$ cat config.mk
export PLATFORM = sky130hd
export DESIGN_NAME = calendar_date_counter
export DESIGN_NICKNAME = d
export VERILOG_FILES = /design/src/rtl/calendar_date_counter.sv
export SDC_FILE = /design/constraint.sdc
export NUM_CORES = 1
export LEC_CHECK = 0
export CAP_MARGIN = 20
export CORE_ASPECT_RATIO = 0.9
export CORE_MARGIN = 2
export CORE_UTILIZATION = 40
export CTS_BUF_LIST = sky130_fd_sc_hd__clkbuf_16
export DETAILED_ROUTE_END_ITERATION = 10
export PLACE_DENSITY = 0.69
export REMOVE_ABC_BUFFERS = 1
export SYNTH_ARGS = -nofsm -noshare
export SYNTH_HDL_FRONTEND = slang
export SYNTH_SLANG_ARGS = --single-unit
$ cat constraint.sdc
create_clock -name clk -period 12.2 [get_ports clk]
set_input_delay 1.83 -clock clk [delete_from_list [all_inputs] [get_ports clk]]
set_output_delay 1.83 -clock clk [all_outputs]
set_load 0.05 [all_outputs]
$ cat src/rtl/calendar_date_counter.sv
// Day/month/year register bank. Advances on day_tick, accepts a validated date
// load, and drives the external month-length lookup that feeds modulo_day.
module calendar_date_counter #(
  parameter int unsigned YEAR_MAX   = 9999,
  parameter int unsigned RESET_YEAR = 2000
) (
  input  logic        clk,
  input  logic        reset,
  input  logic        day_tick,
  input  logic        set_valid,
  output logic        set_ready,
  input  logic [4:0]  set_day,
  input  logic [3:0]  set_month,
  input  logic [13:0] set_year,
  output logic        set_done,
  output logic        set_error,
  output logic [3:0]  lookup_month,
  output logic        lookup_leap,
  input  logic [4:0]  modulo_day,
  output logic [4:0]  day,
  output logic [3:0]  month,
  output logic [13:0] year,
  output logic        leap_year,
  output logic        month_wrap,
  output logic        year_wrap
);

  localparam logic [13:0] YMAX = YEAR_MAX[13:0];
  localparam logic [13:0] RYEAR = RESET_YEAR[13:0];

  typedef enum logic {
    IDLE,
    VALIDATE
  } state_t;

  state_t state, state_d;

  logic [4:0]  pend_day;
  logic [3:0]  pend_month;
  logic [13:0] pend_year;
  logic        pend_leap;
  logic        tick_pending;

  logic        accept;
  logic        advance;
  logic        day_last;
  logic [13:0] next_year;
  logic        month_ok;
  logic        year_ok;
  logic        day_ok;
  logic        load_ok;

  function automatic logic is_leap(input logic [13:0] y);
    return (y[1:0] == 2'b00) &&
           (((y % 14'd100) != 14'd0) || ((y % 14'd400) == 14'd0));
  endfunction

  // State register.
  always_ff @(posedge clk) begin
    if (reset) state <= IDLE;
    else       state <= state_d;
  end

  // Next state and state-decoded outputs (handshake and lookup source).
  always_comb begin
    state_d      = state;
    set_ready    = 1'b0;
    lookup_month = month;
    lookup_leap  = leap_year;
    case (state)
      IDLE: begin
        set_ready = 1'b1;
        if (set_valid) state_d = VALIDATE;
      end
      VALIDATE: begin
        lookup_month = pend_month;
        lookup_leap  = pend_leap;
        state_d      = IDLE;
      end
      default: state_d = IDLE;
    endcase
  end

  // Date arithmetic and load legality; month range gates any use of modulo_day.
  always_comb begin
    accept    = set_valid && (state == IDLE);
    advance   = (state == IDLE) && (day_tick || tick_pending);
    day_last  = !(day < modulo_day);
    next_year = (year == YMAX) ? '0 : year + 14'd1;
    month_ok  = (pend_month >= 4'd1) && (pend_month <= 4'd12);
    year_ok   = (pend_year <= YMAX);
    day_ok    = (pend_day != 5'd0) && (pend_day <= modulo_day);
    load_ok   = month_ok && year_ok && day_ok;
  end

  // Date registers, pending load, deferred tick and registered pulses.
  always_ff @(posedge clk) begin
    if (reset) begin
      day          <= 5'd1;
      month        <= 4'd1;
      year         <= RYEAR;
      leap_year    <= is_leap(RYEAR);
      pend_day     <= '0;
      pend_month   <= '0;
      pend_year    <= '0;
      pend_leap    <= 1'b0;
      tick_pending <= 1'b0;
      set_done     <= 1'b0;
      set_error    <= 1'b0;
      month_wrap   <= 1'b0;
      year_wrap    <= 1'b0;
    end else begin
      set_done   <= 1'b0;
      set_error  <= 1'b0;
      month_wrap <= 1'b0;
      year_wrap  <= 1'b0;
      if (state == IDLE) begin
        tick_pending <= 1'b0;
        if (advance) begin
          if (!day_last) begin
            day <= day + 5'd1;
          end else begin
            day        <= 5'd1;
            month_wrap <= 1'b1;
            if (month == 4'd12) begin
              month     <= 4'd1;
              year      <= next_year;
              leap_year <= is_leap(next_year);
              year_wrap <= 1'b1;
            end else begin
              month <= month + 4'd1;
            end
          end
        end
        if (accept) begin
          pend_day   <= set_day;
          pend_month <= set_month;
          pend_year  <= set_year;
          pend_leap  <= is_leap(set_year);
        end
      end else begin
        // A tick seen while validating survives only if the load is rejected.
        if (load_ok) begin
          day          <= pend_day;
          month        <= pend_month;
          year         <= pend_year;
          leap_year    <= pend_leap;
          set_done     <= 1'b1;
          tick_pending <= 1'b0;
        end else begin
          set_error    <= 1'b1;
          tick_pending <= day_tick;
        end
      end
    end
  end

endmodule

[After elaboration in Yosys (flattened, before gate mapping)]
Index checks and enable logic that the tools add are counted.
Storage, ports and cells
  logic and storage cells: 89
  bits of input ports: 32
  output and inout bits: 34
  register bits: 54
Operators by class
  add/sub/neg operators: 3
  div/mod/pow operators: 4
  order comparisons: 5
  reduce and logical (&&, ||, !) cells: 28
  equality and inequality tests: 4
  multiplexer cells: 29
  bitwise operators: 2
Operators by type and width (count)
  two-way mux 14 bit: 6
  logical NOT 14 bit: 2
  modulo 14 x 7 -> 14 bit (second input constant): 2
  modulo 14 x 9 -> 14 bit (second input constant): 2
  nonzero test 14 bit: 2
  two-way mux 4 bit: 6
  two-way mux 5 bit: 4
  adder 14 x 1 -> 14 bit (second input constant): 1
  == test 14 bit (second input constant): 1
  less-or-equal comparator 14 bit (second input constant): 1
  two-way mux 1 bit: 12
  logical AND 1 bit: 8
  OR reduction 3 bit: 2
  adder 5 x 1 -> 5 bit (second input constant): 1
  less-or-equal comparator 5 bit: 1
  less-than comparator 5 bit: 1
  nonzero test 5 bit: 1
  adder 4 x 1 -> 4 bit (second input constant): 1
  == test 4 bit (second input constant): 1
  greater-or-equal comparator 4 x 1 -> 1 bit (second input constant): 1
  less-or-equal comparator 4 bit (second input constant): 1
  logical NOT 2 bit: 2
  AND reduction 2 bit: 2
  AND reduction 4 bit: 1
  9 further kinds: 13

[Longest topological paths before layout]
  depth in word-level cells: 10
  depth in mapped cells: 27
  depth with buffers taken out: 24

[Worst setup path after synthesis]
OpenSTA, ideal clock, no wires.
  path kind: input -> register
  from: in set_year[9]
  to: reg pend_leap
  path buffers: 1
  arrival: 6888 ps
  setup time: 127 ps
  cell stages on the path: 21
  data required time: 12073 ps
  setup slack: 5185 ps
  cell sequence: or2_2 > a311o_1 > a22oi_1 > o2111ai_1 > and4_1 > clkbuf_1 > xnor2_1 > o311ai_1 > a2111oi_0 > o21a_1 > a2111oi_0 > nor3_1 > o41ai_1 > a21o_1 > a21oi_1 > o221a_2 > o2bb2ai_1 > o211ai_1 > mux2i_1 > o21ai_1 > o31ai_1
Between the ends
  cells in the longest elaborated chain, start to end: 4
  elaborated cells on any way between the ends: 6
  those cells by class: 2 x div; 4 x reduce/logical
RTL lines
  start: declaration: line 14  | input logic [13:0] set_year,
  modulo 14 x 7 -> 14 bit or modulo 14 x 9 -> 14 bit (tied branches): line 55  | (((y % 14'd100) != 14'd0) || ((y % 14'd400) == 14'd0));
  nonzero test 14 bit or logical NOT 14 bit (tied branches): line 55
  logical OR 1 bit (*): line 55
  logical AND 1 bit (*): line 54  | return (y[1:0] == 2'b00) &&
  end signal: assignment: line 139  | pend_leap <= is_leap(set_year);
  end: declaration: line 41  | logic pend_leap;
Mark *: on every way between the ends. The rest lies on a longest branch, timed or not.
A chain may end at the register's enable or synchronous reset.

[Worst setup path in the final report]
  from: in set_year[12]
  to: reg pend_leap
Same word-level chain as after synthesis.

==> metrics <==
Switch Pwr=~240 µW; HP Class=reg -> reg; Slew @ Worst Pin=approximately 1.1 ns; synthesized area per cell=between 7 and 8 µm²; Global Route Usage Sum=0.2101; pwr dens=roughly 86 mW/mm²; Clock Path Buffers=2; crit path kind=in -> reg; antenna violations before repair=0; Setup violations, final=0; VDD IR max=~55 µV; Die Area=around 0.016 mm²; Internal=~370 µW; first-pass GRT wire length=between 20000 and 30000 µm; Compound-Gate Fraction of Synth Area=0.3811; vias=between 6000 and 7000; CTS Hold Bufs=0; area delta synth->final=14.63%; Yosys top cell area share=0.1749; largest net degree at the start of global routing=45; overall routed net length=17310 µm; status=finished, final reports clean; synth cell count leaders=nand2_1, a21oi_1, nor2_1, dfxtp_1, o21ai_0; DIE HEIGHT=121.9 µm; crit path launch type=input pin; WHS=between 0.4 and 0.5 ns; clk sink count=54; switching portion of total power=0.3963; Final Critical Period=~8 ns; Adder-Cell Fraction of Synth Area=0.03238; grt total ovfl=0; footprint of the multi-input gates=between 0.004 and 0.005 mm²; Critical Path, Cell by Cell=clkdlybuf4s50_1 -> a21oi_1 -> o31ai_1 -> nand2_1 -> o2111ai_1 -> and4_1 -> xnor2_1 -> o311ai_1 -> a2111oi_0 -> o21a_1 -> a2111oi_0 -> nor2_1 -> xnor2_1 -> a21o_1 -> a21oi_1 -> o221a_2 -> o2bb2ai_1 -> o211ai_1 -> mux2i_1 -> o21ai_1 -> o31ai_1; Synth Flop Type=dfxtp_1; Slowest cell on crit path=clkdlybuf4s50_1; # DRC=0; Combinational Power Share=0.452; Max-Cap Viols=0; clk_lat worst skew=0.29 ns; Buf+Inv Stages, Crit Path=1; Num CTS Buffers=5; routed vias/inst=approximately 6.1; Max Slew Vio Count=0; part of the cycle the worst path needs=0.6590; portion of netlist area occupied by mux cells=0.02874; CTS tree=yes; Post-Synth Simple-Gate Area=0.2925; RSZ-0062 raised after global routing=no; area leader, netlist=dfxtp_1; max frequency=~120 MHz; GP Congestion=0.9657; H-tree depth=2; share of flip-flops with an asynchronous set or reset=0; Pre-Repair DR Iteration Count=5; nets=940; post-synth cell types=approximately 110; largest cells by area after synthesis=dfxtp_1, nand2_1, a21oi_1, nor2_1, o21ai_0; fill count=1580; dpl cells=between 1000 and 1500; Post-Syn Instances=roughly 860; die width=~140 µm; CP arrival=approximately 8.2 ns; CP max stage delay=around 0.76 ns; Initial Util=0.4046; DRT antenna net count=0; core area=0.01528 mm²; Leakage Power=0.002522 µW; Worst Path Max Fanout=14; Post-Synth XOR/XNOR Area=0.04695; Yosys warnings=0; Final Skew=a little under 0.008 ns; post-CTS setup buffers=0; Worst EP required=around 12 ns; Routed wire per std cell=~16 µm; Post-synth EDFFs=0; vias in the first global route=roughly 6000; io pins=66; largest family of logic cells by synthesized area=compound AO/OA/AOI/OAI gates; clock network power share=0.230; Fin Setup TNS=0 ns; Post-CTS Resized=0; final hold vios=0; Reg power frac=0.318; count leader, synth=nand2_1; DRT iter0 DRCs=around 590; Rows=43; Post-Syn Area=slightly above 0.006 mm²; Slew HR=0.2371; post-route insts no fill=1095; Critical Path Sink Type=register; CTS clock-pin slew for the worst setup and hold paths=0.06 ns; Yosys reg bits=54; number of diodes=0; Root Driver=clkbuf_16; total chip power=around 600 µW; share of cells above drive strength 1=0.07951; Seq/Total Area, Yosys=0.1749; delay-heaviest family, CP=compound AO/OA/AOI/OAI gates; dpl hpwl=roughly 13000 µm; register area=around 0.0011 mm²; port bufs=65
==> layout by cell type (no fill, tap or decap), drive strengths merged, types with 6 or more instances in the layout <==
master and instances:
buf 7, a21boi 8, nand2 134, or2 10, a21oi 71, inv 18
nor4 13, o21ai 57, nand3 22, xnor2 20, clkbuf 6, ha 16
and2 10, o21a 15, a21o 7, a2111oi 7, mux2 6, nand2b 12
o211ai 27, dfxtp 54, and4 7, or3 6, mux2i 11, and3 12
nor2 64, a211oi 18, nand4 9, nor3 39, xor2 11, a31oi 16
o22ai 10, o31ai 15, clkdlybuf4s50 65
==> cell type report <==
cell class | instances | area share
clock buffer | 5 | 0.01766
sequential | 54 | 0.1525
inverter | 18 | 0.009534
timing repair buffer | 73 | 0.09993
multi-input combinational | 740 | 0.6818
clock inverter | 3 | 0.002825
tap | 202 | 0.03566
==> logic make-up (layout without fill, tap and decap cells) <==
kind of cell / Yosys count / in the layout
buffers and inverters: 65 / 99
DFF: 54 / 54
muxes: 17 / 17
AOI/OAI and AO/OA: 318 / 318
adders and majority gates: 16 / 16
xor gates and xnor gates: 31 / 31
and+or+nand+nor: 358 / 358
==> worst min-delay path, cell delays in order (launching register included) <==
cell and delay [ns]:
dfxtp_1 0.31, nand2_1 0.05, a21oi_1 0.05
==> power groups by stage <==
| stage | logic, µW | registers [µW] | clock network [µW] |
|---|---|---|---|
| after floorplan | 194 | 207 | 0 |
| after global placement | 271 | 199 | 0 |
| after detailed placement | 272 | 199 | 0 |
| after CTS | 274 | 195 | 144 |
| after global routing | 306 | 196 | 151 |
| final | 277 | 195 | 141 |
==> final timing paths <==
kind | from | to | slack, ns | cells after the start
worst min-delay path | pend_year[3]$_SDFFE_PP0P_ | pend_year[3]$_SDFFE_PP0P_ | 0.46 | 2
worst max-delay path | set_year[12] | pend_leap$_SDFFE_PP0P_ | 4.16 | 21
worst max register to register | year[0]$_SDFFE_PP0P_ | leap_year$_SDFFE_PP1P_ | 4.95 | 23
worst min register to register | pend_year[3]$_SDFFE_PP0P_ | pend_year[3]$_SDFFE_PP0P_ | 0.46 | 2
==> registers in the layout (all words and copies together), names as in the netlist <==
| signal | flops |
|---|---|
| pend_year | 14 |
| year | 14 |
| day | 5 |
| pend_day | 5 |
| month | 4 |
| pend_month | 4 |
| leap_year | 1 |
| month_wrap | 1 |
| pend_leap | 1 |
| set_done | 1 |
| set_error | 1 |
| state | 1 |
| tick_pending | 1 |
| year_wrap | 1 |
==> routing by layer <==
metal	global-route usage	wire, µm	up-vias
met5	0	0	-
met4	0.04167	141	0
met3	0.01124	1006	13
met2	0.3299	7640	203
met1	0.3186	8524	3120
li1	-	-	3336
==> through the flow <==
stage	area [µm²]	utilization	setup slack (ns)
after global placement	6937	0.4540	4.181
after floorplan	5981	-	4.898
after global routing	7087	0.4638	3.545
final	7087	0.4638	4.161
after CTS	7082	0.4635	4.291
after detailed placement	6937	0.4540	3.988
Power figures use the tool's default switching activity.
